<file path="config.mk">
export PLATFORM = sky130hd
export DESIGN_NAME = svcs_trnx_framer
export DESIGN_NICKNAME = d
export VERILOG_FILES = /design/src/rtl/svcs_rtl_pkg.sv /design/src/rtl/svcs_rr_arbiter.sv /design/src/rtl/svcs_trnx_framer.sv
export SDC_FILE = /design/constraint.sdc
export NUM_CORES = 1
export LEC_CHECK = 0
export CORE_AREA = 2 2 239 241
export DETAILED_ROUTE_END_ITERATION = 16
export DIE_AREA = 0 0 241 243
export DONT_BUFFER_PORTS = 1
export SLEW_MARGIN = 20
export SYNTH_ARGS = -nofsm -noshare
export SYNTH_HDL_FRONTEND = slang
export SYNTH_HIERARCHICAL = 1
export SYNTH_SLANG_ARGS = --single-unit
</file>
<file path="constraint.sdc">
create_clock -name clk -period 11.5 [get_ports clk]
set_clock_uncertainty 0.2 [all_clocks]
set_input_delay 2.3 -clock clk [delete_from_list [all_inputs] [get_ports clk]]
set_output_delay 2.3 -clock clk [all_outputs]
set_load 0.03 [all_outputs]
</file>
<file path="src/rtl/svcs_rtl_pkg.sv">
// Shared definitions for the SVCS transaction framer: FSM encoding and header word layout.
package svcs_rtl_pkg;

  typedef enum logic [1:0] {
    ST_IDLE = 2'd0,
    ST_HDR  = 2'd1,
    ST_PAY  = 2'd2,
    ST_CHK  = 2'd3
  } framer_state_t;

  localparam logic [1:0] HDR_TYPE  = 2'd0;
  localparam logic [1:0] HDR_ID    = 2'd1;
  localparam logic [1:0] HDR_DTYPE = 2'd2;
  localparam logic [1:0] HDR_LEN   = 2'd3;

  localparam int HDR_FIELD_W = 32;

endpackage

</file>
<file path="src/rtl/svcs_rr_arbiter.sv">
// Combinational round-robin arbiter: first requester at or after i_rr_ptr, with wrap.
module svcs_rr_arbiter #(
  parameter int N_CH = 4,
  parameter int CH_W = (N_CH > 1) ? $clog2(N_CH) : 1
) (
  input  logic [N_CH-1:0] i_req,
  input  logic [CH_W-1:0] i_rr_ptr,
  output logic [N_CH-1:0] o_gnt,
  output logic [CH_W-1:0] o_gnt_idx,
  output logic            o_gnt_any
);

  localparam int SUM_W = CH_W + 1;

  logic [SUM_W-1:0] w_sum;
  logic [CH_W-1:0]  w_c;

  // Scan channels starting at the pointer; the first hit wins.
  always_comb begin
    o_gnt     = '0;
    o_gnt_idx = '0;
    o_gnt_any = 1'b0;
    w_sum     = '0;
    w_c       = '0;
    for (int i = 0; i < N_CH; i++) begin
      w_sum = {1'b0, i_rr_ptr} + SUM_W'(i);
      w_sum = (w_sum >= SUM_W'(N_CH)) ? (w_sum - SUM_W'(N_CH)) : w_sum;
      w_c   = w_sum[CH_W-1:0];
      if (!o_gnt_any && i_req[w_c]) begin
        o_gnt[w_c] = 1'b1;
        o_gnt_idx  = w_c;
        o_gnt_any  = 1'b1;
      end else begin
        o_gnt_any = o_gnt_any;
      end
    end
  end

endmodule

</file>
<file path="src/rtl/svcs_trnx_framer.sv">
// Multi-channel transaction framer: arbitrates headers, serialises header + payload words.
// Optional XOR checksum trailer word is built when SVCS_FRAMER_CHKSUM_EN is defined.
module svcs_trnx_framer
  import svcs_rtl_pkg::*;
#(
  parameter int DATA_W = 32,
  parameter int N_CH   = 4,
  parameter int LEN_W  = 12,
  localparam int CH_W  = (N_CH > 1) ? $clog2(N_CH) : 1
) (
  input  logic                        clk,
  input  logic                        rst_n,
  input  logic [N_CH-1:0]             hdr_valid,
  output logic [N_CH-1:0]             hdr_ready,
  input  logic [N_CH*HDR_FIELD_W-1:0] hdr_trnx_type,
  input  logic [N_CH*HDR_FIELD_W-1:0] hdr_trnx_id,
  input  logic [N_CH*HDR_FIELD_W-1:0] hdr_data_type,
  input  logic [N_CH*LEN_W-1:0]       hdr_n_words,
  input  logic [N_CH-1:0]             pl_valid,
  output logic [N_CH-1:0]             pl_ready,
  input  logic [N_CH*DATA_W-1:0]      pl_data,
  output logic                        out_valid,
  input  logic                        out_ready,
  output logic [DATA_W-1:0]           out_data,
  output logic                        out_sof,
  output logic                        out_last,
  output logic [CH_W-1:0]             out_ch
);

  framer_state_t r_state, w_state_nxt;
  logic [1:0]             r_idx, w_idx_nxt;
  logic [CH_W-1:0]        r_ch, r_rr_ptr, w_ptr_nxt;
  logic [HDR_FIELD_W-1:0] r_type, r_id, r_dtype;
  logic [LEN_W-1:0]       r_cnt;
  logic                   r_out_valid, r_out_sof, r_out_last;
  logic [DATA_W-1:0]      r_out_data;
  logic [CH_W-1:0]        r_out_ch;
`ifdef SVCS_FRAMER_CHKSUM_EN
  logic [DATA_W-1:0]      r_chk;
`endif

  logic [N_CH-1:0]        w_gnt;
  logic [CH_W-1:0]        w_gnt_idx;
  logic                   w_gnt_any;
  logic [HDR_FIELD_W-1:0] w_sel_type, w_sel_id, w_sel_dtype;
  logic [LEN_W-1:0]       w_sel_len;
  logic                   w_pl_valid_g;
  logic [DATA_W-1:0]      w_pl_data_g;
  logic                   w_load_ok, w_ld, w_accept, w_take, w_sof, w_last;
  logic [DATA_W-1:0]      w_word;
  logic [CH_W-1:0]        w_word_ch;

  svcs_rr_arbiter #(.N_CH(N_CH), .CH_W(CH_W)) u_arb (
    .i_req     (hdr_valid),
    .i_rr_ptr  (r_rr_ptr),
    .o_gnt     (w_gnt),
    .o_gnt_idx (w_gnt_idx),
    .o_gnt_any (w_gnt_any)
  );

  assign w_sel_type   = hdr_trnx_type[w_gnt_idx*HDR_FIELD_W +: HDR_FIELD_W];
  assign w_sel_id     = hdr_trnx_id[w_gnt_idx*HDR_FIELD_W +: HDR_FIELD_W];
  assign w_sel_dtype  = hdr_data_type[w_gnt_idx*HDR_FIELD_W +: HDR_FIELD_W];
  assign w_sel_len    = hdr_n_words[w_gnt_idx*LEN_W +: LEN_W];
  assign w_pl_valid_g = pl_valid[r_ch];
  assign w_pl_data_g  = pl_data[r_ch*DATA_W +: DATA_W];
  assign w_load_ok    = !r_out_valid || out_ready;
  assign w_ptr_nxt    = (w_gnt_idx == CH_W'(N_CH - 1)) ? '0 : (w_gnt_idx + CH_W'(1));

  assign hdr_ready = (r_state == ST_IDLE && w_load_ok) ? w_gnt : '0;

  // Payload handshake is offered only to the granted channel.
  always_comb begin
    pl_ready = '0;
    if (r_state == ST_PAY && w_load_ok) begin
      pl_ready[r_ch] = 1'b1;
    end else begin
      pl_ready = '0;
    end
  end

  // Header word 0 is loaded in the acceptance cycle so it is visible one cycle later.
  always_comb begin
    w_state_nxt = r_state;
    w_idx_nxt   = r_idx;
    w_ld        = 1'b0;
    w_accept    = 1'b0;
    w_take      = 1'b0;
    w_word      = '0;
    w_sof       = 1'b0;
    w_last      = 1'b0;
    w_word_ch   = r_ch;
    case (r_state)
      ST_IDLE: begin
        if (w_gnt_any && w_load_ok) begin
          w_accept    = 1'b1;
          w_ld        = 1'b1;
          w_word      = DATA_W'(w_sel_type);
          w_sof       = 1'b1;
          w_word_ch   = w_gnt_idx;
          w_state_nxt = ST_HDR;
          w_idx_nxt   = HDR_ID;
        end else begin
          w_state_nxt = ST_IDLE;
        end
      end
      ST_HDR: begin
        if (w_load_ok) begin
          w_ld = 1'b1;
          case (r_idx)
            HDR_TYPE:  w_word = DATA_W'(r_type);
            HDR_ID:    w_word = DATA_W'(r_id);
            HDR_DTYPE: w_word = DATA_W'(r_dtype);
            default:   w_word = DATA_W'(r_cnt);
          endcase
          if (r_idx == HDR_LEN) begin
            w_idx_nxt = HDR_TYPE;
            if (r_cnt != '0) begin
              w_state_nxt = ST_PAY;
            end else begin
`ifdef SVCS_FRAMER_CHKSUM_EN
              w_state_nxt = ST_CHK;
`else
              w_state_nxt = ST_IDLE;
              w_last      = 1'b1;
`endif
            end
          end else begin
            w_idx_nxt = r_idx + 2'd1;
          end
        end else begin
          w_state_nxt = ST_HDR;
        end
      end
      ST_PAY: begin
        if (w_load_ok && w_pl_valid_g) begin
          w_ld   = 1'b1;
          w_take = 1'b1;
          w_word = w_pl_data_g;
          // Leave at a count of one so a full-scale length never wraps.
          if (r_cnt == LEN_W'(1)) begin
`ifdef SVCS_FRAMER_CHKSUM_EN
            w_state_nxt = ST_CHK;
`else
            w_state_nxt = ST_IDLE;
            w_last      = 1'b1;
`endif
          end else begin
            w_state_nxt = ST_PAY;
          end
        end else begin
          w_state_nxt = ST_PAY;
        end
      end
`ifdef SVCS_FRAMER_CHKSUM_EN
      ST_CHK: begin
        if (w_load_ok) begin
          w_ld        = 1'b1;
          w_word      = r_chk;
          w_last      = 1'b1;
          w_state_nxt = ST_IDLE;
        end else begin
          w_state_nxt = ST_CHK;
        end
      end
`endif
      default: w_state_nxt = ST_IDLE;
    endcase
  end

  // FSM state, captured header fields, payload counter and round-robin pointer.
  always_ff @(posedge clk or negedge rst_n) begin
    if (!rst_n) begin
      r_state  <= ST_IDLE;
      r_idx    <= HDR_TYPE;
      r_ch     <= '0;
      r_rr_ptr <= '0;
      r_type   <= '0;
      r_id     <= '0;
      r_dtype  <= '0;
      r_cnt    <= '0;
    end else begin
      r_state <= w_state_nxt;
      r_idx   <= w_idx_nxt;
      if (w_accept) begin
        r_ch     <= w_gnt_idx;
        r_rr_ptr <= w_ptr_nxt;
        r_type   <= w_sel_type;
        r_id     <= w_sel_id;
        r_dtype  <= w_sel_dtype;
        r_cnt    <= w_sel_len;
      end else if (w_take) begin
        r_cnt <= r_cnt - LEN_W'(1);
      end else begin
        r_cnt <= r_cnt;
      end
    end
  end

  // Output register; holds its contents while the downstream stalls.
  always_ff @(posedge clk or negedge rst_n) begin
    if (!rst_n) begin
      r_out_valid <= 1'b0;
      r_out_data  <= '0;
      r_out_sof   <= 1'b0;
      r_out_last  <= 1'b0;
      r_out_ch    <= '0;
    end else if (w_ld) begin
      r_out_valid <= 1'b1;
      r_out_data  <= w_word;
      r_out_sof   <= w_sof;
      r_out_last  <= w_last;
      r_out_ch    <= w_word_ch;
    end else if (out_ready) begin
      r_out_valid <= 1'b0;
    end else begin
      r_out_valid <= r_out_valid;
    end
  end

`ifdef SVCS_FRAMER_CHKSUM_EN
  // Running XOR of every header and payload word of the current frame.
  always_ff @(posedge clk or negedge rst_n) begin
    if (!rst_n) begin
      r_chk <= '0;
    end else if (w_accept) begin
      r_chk <= w_word;
    end else if (w_ld && r_state != ST_CHK) begin
      r_chk <= r_chk ^ w_word;
    end else begin
      r_chk <= r_chk;
    end
  end
`endif

  assign out_valid = r_out_valid;
  assign out_data  = r_out_data;
  assign out_sof   = r_out_sof;
  assign out_last  = r_out_last;
  assign out_ch    = r_out_ch;

endmodule

</file>
==> metrics, run 1 <==
Crit. Startpoint=hdr_valid[3]; Worst Path Required=9.00 ns; share of Yosys cell area claimed by the top area cell type=0.3498; Via-to-Cell Ratio=5.319; insertion delay of the later-clocked pin in the worst-skew pair=0.48 ns; CTS tree=yes; final instance area=12,300 µm²; Placed Area=11,630 µm²; sequential share of the synthesized area=0.3498; hold_buf cts=0; ranking of synthesized cells by area=dfrtp_1, mux4_2, mux2_2, nor2_1, a21oi_1; YS warnings=6; Max H-tree Level=4; Reg clk slew, reported paths=0.06 ns; first-pass GRT wire length=63,290 µm; CP endpoint kind=primary output; CP arrival=4.02 ns; fin crit period=6.524 ns; PnR worst setup slack=4.976 ns; final hold violation count=0; share of layout cells above drive strength 1=0.3229; Die Footprint=58,560 µm²; Gate Count Post-Synth=868; Root Buffer=clkbuf_16; Critical R2R Launch=r_rr_ptr[0]$_DFFE_PN0N_; Peak VDD IR=0.7085 mV; total congestion overflow=0; postcts setup bufs=0; WL per Instance=28.92 µm; commonest non-fill, non-tap cell in the layout=dfrtp_1; clock sinks=153; Slew headroom=0.2458; CP max FO=13; Leak=4.454 nW; post-route DRC violation count=0; # rows=87; initial antenna violation count=24; ANT nets after route=0; slew at the pin closest to its max-slew limit=1.131 ns; ys flop type=dfrtp_1; Nets=1,404; Final GP Congestion=0.9707; area delta synth->final=12.39%; post-cts sizing count=0; Starting Density=0.1956; Max Fclk=153.3 MHz; Final setup viols=0; critical path start-end classification=input pin to primary output; vias in the first global route=8,720; most frequent cells in the layout=dfrtp_1, mux4_2, nor2_1; TritonRoute pass-1 iters=6; syn avg cell area=12.61 µm²; hold_sp=r_type[0]$_DFFE_PN0N_; largest net degree at the start of global routing=154; pwr dens=387.2 nW/µm²; via count=8,473; Buffers on Ports=0; boundary pin count=616; Synth area leader=dfrtp_1; Die X=241 µm; Die Y=243 µm; DPL Wire Length=35,020 µm; max-slew violation count=0; DRT Wirelength=46,060 µm; Post-synth ARST share=1.000; Tot Pwr=4.764 mW; count of cell types in the netlist=50; setup slack at placement=5.050 ns; Max-Cap Viols=0; status=finished, final reports clean; EDFF count, synth=0; Startpoint Class=input pin; maximum clock insertion buffer count=2; RSZ-0062 raised after global routing=false; total CTS buffers=17; Core Region=55,950 µm²; hold_ws=0.2803 ns; flops & latches, synth=153; Setup TNS=0 ns; Mapped Area=10,950 µm²; GRT Total Usage=0.1538; Synthesized Nets=1,457; DR iter-0 viols=681; Final period util=0.5673; Hold Crit Class=flop to flop
==> layout make-up <==
type                    instances  area, µm²
flip-flops and latches        153       3834
clock buffers                  21      480.5
multi-input cells             608       6670
diodes                         10      25.02
inverters                      25      93.84
fillers                      6026      43650
clock inverters                10      165.2
well taps                     756      945.9
repair buffers                 10      87.58
==> per-layer routing <==
metal  vias to the layer above  track usage  routed length (µm)
met5                         -            0                  98
met4                        16      0.06554                1471
met3                        88      0.05266                4552
met2                       561       0.2353               21480
met1                      4434       0.1965               18460
li1                       3374            -                   -
==> cells by family (layout without fill, tap and decap cells) <==
kind of cell	count (synthesis)	after routing	share of synthesized area
mux	216	216	0.3707
flops	153	153	0.3498
compound gates	206	206	0.1329
simple gates	160	160	0.07316
xor+xnor	8	8	0.006402
other cells	0	10	0
fa+ha+maj	18	18	0.02058
buf+inv	107	66	0.04641
==> per-stage QoR <==
step,util,cells
final,0.2199,1593
after global placement,0.2077,1552
after detailed placement,0.2079,1552
after floorplan,-,868
after global routing,0.2198,1591
after CTS,0.2194,1583
==> worst paths after layout <==
kind,cells after the start,to,slack [ns]
setup / recovery,5,hdr_ready[2],4.98
hold / removal,1,r_type[0]$_DFFE_PN0N_,0.28
setup reg to reg,11,out_data[28]$_DFFE_PN0P_,6.84
hold reg to reg,1,r_type[0]$_DFFE_PN0N_,0.28
max in group asynchronous,0,out_data[29]$_DFFE_PN0P_,9.32
min in group asynchronous,0,r_dtype[3]$_DFFE_PN0N_,1.32
==> where the power goes <==
part / total [mW] / switching, mW / leakage, nW / internal [mW]
logic: 2.86 / 1.41 / 2.33 / 1.45
clock network: 0.639 / 0.254 / 0.320 / 0.385
registers: 1.26 / 0.427 / 1.81 / 0.836
==> state kept, by name (all words and copies together), names as in the netlist <==
name / cells
r_cnt: 12
r_id: 32
out_sof: 1
r_ch: 2
r_state: 2
r_rr_ptr: 2
out_data: 32
r_idx: 2
out_ch: 2
out_valid: 1
out_last: 1
r_type: 32
r_dtype: 32
==> synth_stat cells (3+ instances only) <==
library cell  number
a21o_1            32
nand3_1            8
buf_6              9
ha_1              18
clkbuf_1          34
mux2i_1            3
a21oi_1           55
nor2b_1           34
mux2_2            69
a211oi_1          34
nand2b_1           4
nand4_1            3
o21ai_0           14
mux4_2           142
buf_2             25
a31oi_1            3
nor3_1             7
buf_1             12
dfrtp_1          153
a22oi_1           20
xnor2_1            8
nand2_1           10
a222oi_1          20
nor2_1            75
nor4_1             3
a221oi_1          13
inv_1             25
and3_1             6
==> worst max-delay path: stages <==
cell     delay (ns)
mux4_2         0.62
nor4b_4        0.50
a22oi_1        0.14
o21ai_0        0.11
and3_1         0.36
No activity file was read; power rests on OpenSTA's default activity.
==> inputs of run 2 (changes only) <==
- clock period: 11.5 -> 6.7 ns (I/O delays scaled with it)
==> run 2 against run 1 <==
Sequential cell count stayed put. Sequential share of layout area is 0.066 points lower. Sequential power is 74% higher. Largest power group unchanged. Routed wire length is 0.19% higher. Critical path depth is 2 higher.
==> metrics, run 2 (same netlist as run 1, synthesis figures left out) <==
status=finished, final reports clean; Starting Density=0.1956 (unchanged); postcts setup bufs=0 (unchanged); WL per Instance=28.85 µm (-0.25%); boundary pin count=616 (unchanged); P_int=4.591 mW (+72%); Reg clk slew, reported paths=0.06 ns (about the same); clock share of power=0.130 (-0.004); initial antenna violation count=27 (+13%); ANT nets after route=0 (unchanged); pwr dens=664.0 nW/µm² (+71%); max-slew violation count=0 (unchanged); maximum clock insertion buffer count=2 (unchanged); post-cts sizing count=0 (unchanged); Crit. Startpoint=r_rr_ptr[0]$_DFFE_PN0N_; RSZ-0062 raised after global routing=false; vias in the first global route=8,574 (-1.7%); CP max FO=14 (+1); Nets=1,406 (+0.14%); Final GP Congestion=0.9716 (about the same); critical path start-end classification=flop to primary output; Worst Path Required=5.16 ns (-3.84 ns); largest net degree at the start of global routing=154 (unchanged); setup slack at placement=1.797 ns (-3.253 ns); Root Buffer=clkbuf_16; cell count after placement=1,554 (+0.13%); final hold violation count=0 (unchanged); Final setup viols=0 (unchanged); CP arrival=3.24 ns (-0.78 ns); area delta synth->final=12.63%; commonest non-fill, non-tap cell in the layout=dfrtp_1; share of layout cells above drive strength 1=0.3221 (-0.0007789); total congestion overflow=0 (unchanged); GRT Total Usage=0.1539 (about the same); r2r worst-path depth=10 (-1); CTS tree=yes; CP endpoint kind=primary output; Buffers on Ports=0 (unchanged); via count=8,487 (+0.17%); hold_ws=0.2815 ns (+0.001167 ns); logic gate share of total power=0.603 (+0.002); TritonRoute pass-1 iters=5 (-1); Startpoint Class=flop; hold_buf cts=0 (unchanged); Final period util=0.7134; Max Fclk=209.2 MHz; total CTS buffers=17 (unchanged); final non-filler cell total=1,600 (+0.44%); most frequent cells in the layout=dfrtp_1, mux4_2, nor2_1; PnR worst setup slack=1.920 ns (-3.056 ns); Reg power frac=0.267 (+0.002); Core Region=55,950 µm² (unchanged); Leak=4.460 nW (+0.14%); post-route DRC violation count=0 (unchanged); first-pass GRT wire length=63,070 µm (-0.36%); Slew headroom=0.2645 (+0.01864); hold_sp=r_type[3]$_DFFE_PN0N_; # rows=87 (unchanged); slew at the pin closest to its max-slew limit=1.103 ns (-0.02797 ns); DPL Wire Length=36,160 µm (+3.2%); Hold Crit Class=flop to flop; Die Y=243 µm (unchanged); Max H-tree Level=4 (unchanged); insertion delay of the later-clocked pin in the worst-skew pair=0.48 ns (about the same); DRT Wirelength=46,150 µm (+0.19%); Via-to-Cell Ratio=5.304 (-0.27%); Die X=241 µm (unchanged); Max-Cap Viols=0 (unchanged); Critical R2R Launch=r_rr_ptr[0]$_DFFE_PN0N_; Hold Path Stages=1 (unchanged); Sw Ratio=0.4391 (about the same); fin crit period=4.780 ns; Switch Pwr=3.594 mW (+72%); DR iter-0 viols=962 (+41%); Setup TNS=0 ns (unchanged); Die Footprint=58,560 µm² (unchanged); clock sinks=153 (unchanged); Peak VDD IR=0.3886 mV (-45%)
-- run 2: changes by cell type in the layout (fill, tap and decap cells not counted), sizes merged --
| cell | change |
|---|---|
| clkbuf | -1 |
| inv | +1 |
| diode | +5 |
| buf | +2 |
-- run 2: cell type report --
| cell class | count | area (µm²) |
|---|---|---|
| Clock buffer | 20 | 446.7 |
| Antenna cell | 15 | 37.54 |
| Timing Repair Buffer | 12 | 140.1 |
| Fill cell | 5982 | 43620 |
| Clock inverter | 11 | 170.2 |
| Sequential cell | 153 | 3834 |
| Multi-Input combinational cell | 608 | 6660 |
| Tap cell | 756 | 945.9 |
| Inverter | 25 | 93.84 |
-- run 2: stage by stage --
step	instance area, µm²	utilization	power [mW]
4_1_cts	12290	0.2197	8.291
3_5_place_dp	11670	0.2086	7.185
5_1_grt	12310	0.2201	8.722
6_report	12330	0.2203	8.185
2_1_floorplan	10950	-	5.983
3_3_place_gp	11670	0.2086	7.020
-- run 2: metal layers --
metal,share of wire,track usage
met3,0.11,0.06039
met5,0.0028,0
met4,0.030,0.06500
met1,0.39,0.1899
met2,0.47,0.2379
-- run 2: worst max-delay path, cell delays in order, from the launching register on --
cell and delay, ns:
dfrtp_1 0.73, inv_1 0.15, ha_1 0.41, mux4_2 0.46
nor4b_4 0.42, a22oi_1 0.11, o21ai_0 0.10, and3_1 0.37
-- run 2: power by group through the flow --
stage	Clock (mW)	Sequential [mW]	Combinational, mW
2_1_floorplan	0	1.89	4.09
3_3_place_gp	0	2.19	4.83
3_5_place_dp	0	2.21	4.97
4_1_cts	1.11	2.20	4.98
5_1_grt	1.14	2.26	5.32
6_report	1.06	2.19	4.93
-- run 2: final timing paths --
kind,end,slack [ns]
min reg2reg,r_type[3]$_DFFE_PN0N_,0.28
min,r_type[3]$_DFFE_PN0N_,0.28
max reg2reg,out_data[24]$_DFFE_PN0P_,1.97
max in group asynchronous,out_data[28]$_DFFE_PN0P_,5.51
min in group asynchronous,r_dtype[3]$_DFFE_PN0N_,0.34
max,hdr_ready[1],1.92
